$ cat src/rtl/branch_predictor.sv
// branch_predictor: 2-bit saturating-counter branch direction predictor.
// One-cycle registered lookup, one-cycle training from resolved branches,
// registered mispredict pulse and saturating hit/miss statistics.
// Optional feature: define BP_GSHARE_EN to XOR the table index with a global
// history register (gshare); undefined gives a plain bimodal predictor.
module branch_predictor #(
    parameter int unsigned ENTRIES = 16
) (
    input  logic        clk,
    input  logic        rst,
    input  logic        pred_valid,
    input  logic [31:0] pred_pc,
    output logic        pred_out_valid,
    output logic        pred_taken,
    input  logic        res_valid,
    input  logic [31:0] res_pc,
    input  logic        res_taken,
    input  logic        res_pred,
    output logic        mispredict,
    output logic [31:0] stat_branches,
    output logic [31:0] stat_mispred
);

    localparam int unsigned IDX_W  = $clog2(ENTRIES);
    localparam int unsigned STAT_W = 32;

    logic [1:0]        cnt_q [ENTRIES];
    logic [1:0]        cnt_d [ENTRIES];
    logic [IDX_W-1:0]  pidx_c;
    logic [IDX_W-1:0]  ridx_c;
    logic              pred_out_valid_q, pred_out_valid_d;
    logic              pred_taken_q,     pred_taken_d;
    logic              mispredict_q,     mispredict_d;
    logic [STAT_W-1:0] branches_q,       branches_d;
    logic [STAT_W-1:0] mispred_q,        mispred_d;
    logic              unused_c;

    // PC bits outside the index (and bit 0, always zero with RVC) do not matter
    assign unused_c = ^{pred_pc[31:IDX_W+1], pred_pc[0], res_pc[31:IDX_W+1], res_pc[0]};

`ifdef BP_GSHARE_EN
    logic [IDX_W-1:0] ghr_q, ghr_d;

    // Gshare index: both ports use the history from before the current edge
    assign pidx_c = pred_pc[IDX_W:1] ^ ghr_q;
    assign ridx_c = res_pc[IDX_W:1]  ^ ghr_q;

    // Shift each resolved outcome into the global history
    always_comb begin
        ghr_d = ghr_q;
        if (res_valid) begin
            ghr_d = {ghr_q[IDX_W-2:0], res_taken};
        end
    end

    // History register
    always_ff @(posedge clk) begin
        if (rst) begin
            ghr_q <= '0;
        end else begin
            ghr_q <= ghr_d;
        end
    end
`else
    // Bimodal index straight from the halfword-aligned PC
    assign pidx_c = pred_pc[IDX_W:1];
    assign ridx_c = res_pc[IDX_W:1];
`endif

    // Counter training: saturating increment on taken, decrement on not-taken
    always_comb begin
        cnt_d = cnt_q;
        if (res_valid) begin
            if (res_taken) begin
                if (cnt_q[ridx_c] != 2'b11) begin
                    cnt_d[ridx_c] = cnt_q[ridx_c] + 2'b01;
                end
            end else begin
                if (cnt_q[ridx_c] != 2'b00) begin
                    cnt_d[ridx_c] = cnt_q[ridx_c] - 2'b01;
                end
            end
        end
    end

    // Lookup, mispredict and statistics next-state; lookup reads pre-update table
    always_comb begin
        pred_out_valid_d = pred_valid;
        pred_taken_d     = pred_taken_q;
        mispredict_d     = res_valid & (res_taken ^ res_pred);
        branches_d       = branches_q;
        mispred_d        = mispred_q;
        if (pred_valid) begin
            pred_taken_d = cnt_q[pidx_c][1];
        end
        if (res_valid && (branches_q != '1)) begin
            branches_d = branches_q + STAT_W'(1);
        end
        if (mispredict_d && (mispred_q != '1)) begin
            mispred_d = mispred_q + STAT_W'(1);
        end
    end

    // State registers; reset returns every counter to weak not-taken
    always_ff @(posedge clk) begin
        if (rst) begin
            for (int i = 0; i < int'(ENTRIES); i++) begin
                cnt_q[i] <= 2'b01;
            end
            pred_out_valid_q <= 1'b0;
            pred_taken_q     <= 1'b0;
            mispredict_q     <= 1'b0;
            branches_q       <= '0;
            mispred_q        <= '0;
        end else begin
            cnt_q            <= cnt_d;
            pred_out_valid_q <= pred_out_valid_d;
            pred_taken_q     <= pred_taken_d;
            mispredict_q     <= mispredict_d;
            branches_q       <= branches_d;
            mispred_q        <= mispred_d;
        end
    end

    assign pred_out_valid = pred_out_valid_q;
    assign pred_taken     = pred_taken_q;
    assign mispredict     = mispredict_q;
    assign stat_branches  = branches_q;
    assign stat_mispred   = mispred_q;

endmodule
$ cat config.mk
export PLATFORM = sky130hd
export DESIGN_NAME = branch_predictor
export DESIGN_NICKNAME = d
export VERILOG_FILES = /design/src/rtl/branch_predictor.sv
export SDC_FILE = /design/constraint.sdc
export NUM_CORES = 1
export LEC_CHECK = 0
export CAP_MARGIN = 40
export CORE_ASPECT_RATIO = 1.25
export CORE_MARGIN = 8
export CORE_UTILIZATION = 40
export DETAILED_ROUTE_END_ITERATION = 16
export PLACE_DENSITY = 0.68
export SETUP_SLACK_MARGIN = 0.4
export SYNTH_ARGS = -nofsm -noshare
export SYNTH_HDL_FRONTEND = slang
export SYNTH_SLANG_ARGS = --single-unit
$ cat constraint.sdc
create_clock -name clk -period 4.15 [get_ports clk]
set_input_delay 0.6225 -clock clk [delete_from_list [all_inputs] [get_ports clk]]
set_output_delay 0.6225 -clock clk [all_outputs]
set_load 0.02 [all_outputs]
==> out/qor.yml <==
period_needed_ns: 3.486
die_y_um: 142.3
postCtsHoldBufs: 0
synth_top_family_by_area: "simple AND/OR/NAND/NOR gates"
route.detailed.drc: 0
hpwl_mm: 9.783
ant_nets: 0
path_class: "in -> reg"
synth-xor-area-share: 0.01030
synth_fp_nets: 672
clock_sinks: 99
slew_headroom: 0.5282
grt_overflow: 0
clkLatencyLatePin_ns: 0.35
tightest_slew_ns: 0.6985
avgSynthCellArea_um2: 8.532
maxCapViolCount: 0
postCtsResizedCells: 0
core_area_um2: 12600
period_share: 0.8400
cts_buffer_depth: 2
viasPerCell: 5.673
grt_pass1_vias: 4517
final_common_cell: "dfxtp_1"
grt_max_degree: 56
first_pass_iters: 5
ys_seq_area_frac: 0.3884
hold_slack_ns: 0.4728
synth_cell_types: 47
max_freq_mhz: 286.9
ios: 137
grt_pass1_wl_mm: 22.02
wl_mm: 13.40
outcome: "completed"
async_flop_share: 0
crit_fanout: 7
cts_tree: "done"
crit_required_ns: 4.39
drive_gt1_frac: 0.09753
hold_class: "reg -> reg"
vias: 4850
area_growth_pct: 26.92
ys_warn_count: 0
fp.dieW_um: 117.0
die-area_um2: 16650
vdd_drop_max_mv: 0.1738
rsz0062_at_grt: "false"
cts-root-buf: "clkbuf_16"
cts.reportedPaths.clkPinSlew_ns: 0.07
io_buffers: 80
dp_slack_ns: 0.3021
worstPathArrival_ns: 3.73
tns_ns: 0
dpl_cell_area_um2: 6186
setup_viol: 0
final_cell_area_um2: 6476
grt_use_total: 0.1628
syn_area_um2: 5102
nNetsFinal: 756
slew_violations: 0
routabilityCongestion: 0.8411
hold_viol: 0
layout_common_cells: "99 x dfxtp_1, 79 x clkdlybuf4s50_1, 56 x a21oi_1"
setup.worst_path.start_class: "input pin"
muxShareOfSynthArea: 0.1155
critPathCaptureType: "register"
synthSimpleGateAreaFrac: 0.2835
synth_compound_gate_area_share: 0.1577
core.rowCount: 46
setup_slack_ns: 0.6641
rrSetupSlack_ns: 1.38
powerDensity_nw_per_um2: 296.8
r2r-start: "cnt_q[9]$_SDFFE_PP0P_"
post_cts_buffers: 0
reg2regPathDepth: 9
antenna-diode-count: 0
fin_cells: 855
synth_fa_ha_area_frac: 0.009809
synth_cells: 598
wl_per_cell_um: 15.68
whs_path_depth: 1
htreeDepth: 3
cts_buffers: 9
synth_edf_count: 0
leakagePower_nw: 2.040
finClkSkew_ns: 0.01119
dr.first_iter.drc_count: 396
antenna_found_initial: 0
dp_cells: 839
cp-startpoint: "res_pc[1]"
yosys_most_used_dff: "dfxtp_1"
ys_ff_latch: 99
initial_utilization: 0.4048
[power breakdown]
part	internal (W)	switching [W]
Clock	0.000444	0.000375
Combinational	0.0000578	0.0000770
Sequential	0.000960	0.00000854
[metrics by stage]
stage / power (W) / utilization
6_report: 0.001922 / 0.5138
3_3_place_gp: 0.001118 / 0.4879
2_1_floorplan: 0.001068 / -
4_1_cts: 0.001940 / 0.5138
5_1_grt: 0.001997 / 0.5138
3_5_place_dp: 0.001125 / 0.4908
[synthesized netlist by cell type (3+ instances only)]
master | n | share of area
nor4_1 | 10 | 0.012
nand2_1 | 52 | 0.038
nor3_1 | 11 | 0.011
and3_1 | 3 | 0.0037
xor2_1 | 5 | 0.0086
nand4_1 | 18 | 0.022
mux2_2 | 11 | 0.024
ha_1 | 4 | 0.0098
or3_1 | 25 | 0.031
nand3b_1 | 12 | 0.018
dfxtp_1 | 99 | 0.39
buf_2 | 4 | 0.0039
nand2b_1 | 9 | 0.011
and2_1 | 3 | 0.0037
inv_1 | 15 | 0.011
mux2i_1 | 24 | 0.047
nor2_1 | 40 | 0.029
or4_1 | 27 | 0.040
clkbuf_1 | 23 | 0.017
or2_2 | 3 | 0.0037
o31ai_1 | 22 | 0.032
nand3_1 | 24 | 0.024
mux4_2 | 10 | 0.044
a21oi_1 | 56 | 0.055
nor2b_1 | 9 | 0.011
and4_1 | 5 | 0.0086
o21ai_0 | 47 | 0.046
[kinds of logic (layout without fill, tap and decap cells)]
kind of cell,count (synthesis),count (layout)
adder cells (fa/ha/maj),4,4
AND/OR/NAND/NOR,260,260
XOR/XNOR,6,6
buffers and inverters,45,134
multiplexers,45,45
flip-flops,99,99
AO/OA/AOI/OAI,139,139
[final cells by class]
| cell class | count | area, um^2 |
|---|---|---|
| Clock buffer | 12 | 256.5 |
| Clock inverter | 4 | 33.78 |
| Fill cell | 1180 | 6128 |
| Inverter | 15 | 56.30 |
| Multi-Input combinational cell | 454 | 2943 |
| Sequential cell | 99 | 1982 |
| Tap cell | 168 | 210.2 |
| Timing Repair Buffer | 103 | 994.7 |
[worst max path at each step]
stage | end | slack (ns) | cells after the start
after floorplan | register | 0.54 | 12
after global placement | register | 0.32 | 10
after detailed placement | cnt_q[7]$_SDFFE_PP0P_ | 0.30 | 10
after CTS | register | 0.66 | 10
after global routing | cnt_q[7]$_SDFFE_PP0P_ | 0.48 | 10
final | register | 0.66 | 10
[metal layers]
| metal | vias up | global-route usage | wire (um) |
|---|---|---|---|
| met5 | - | 0 | 0 |
| met4 | 0 | 0.05405 | 179 |
| met3 | 11 | 0.02930 | 671 |
| met2 | 110 | 0.2819 | 6757 |
| met1 | 2313 | 0.1965 | 5796 |
| li1 | 2416 | - | - |
[critical path: stages]
cell             delay (ns)
clkdlybuf4s50_1        0.68
mux4_2                 0.55
mux4_2                 0.49
ha_1                   0.20
mux2i_1                0.16
nor4b_1                0.28
buf_4                  0.19
nor2b_1                0.25
mux2i_1                0.23
nand2b_1               0.07
No activity file was read; power rests on OpenSTA's default activity.
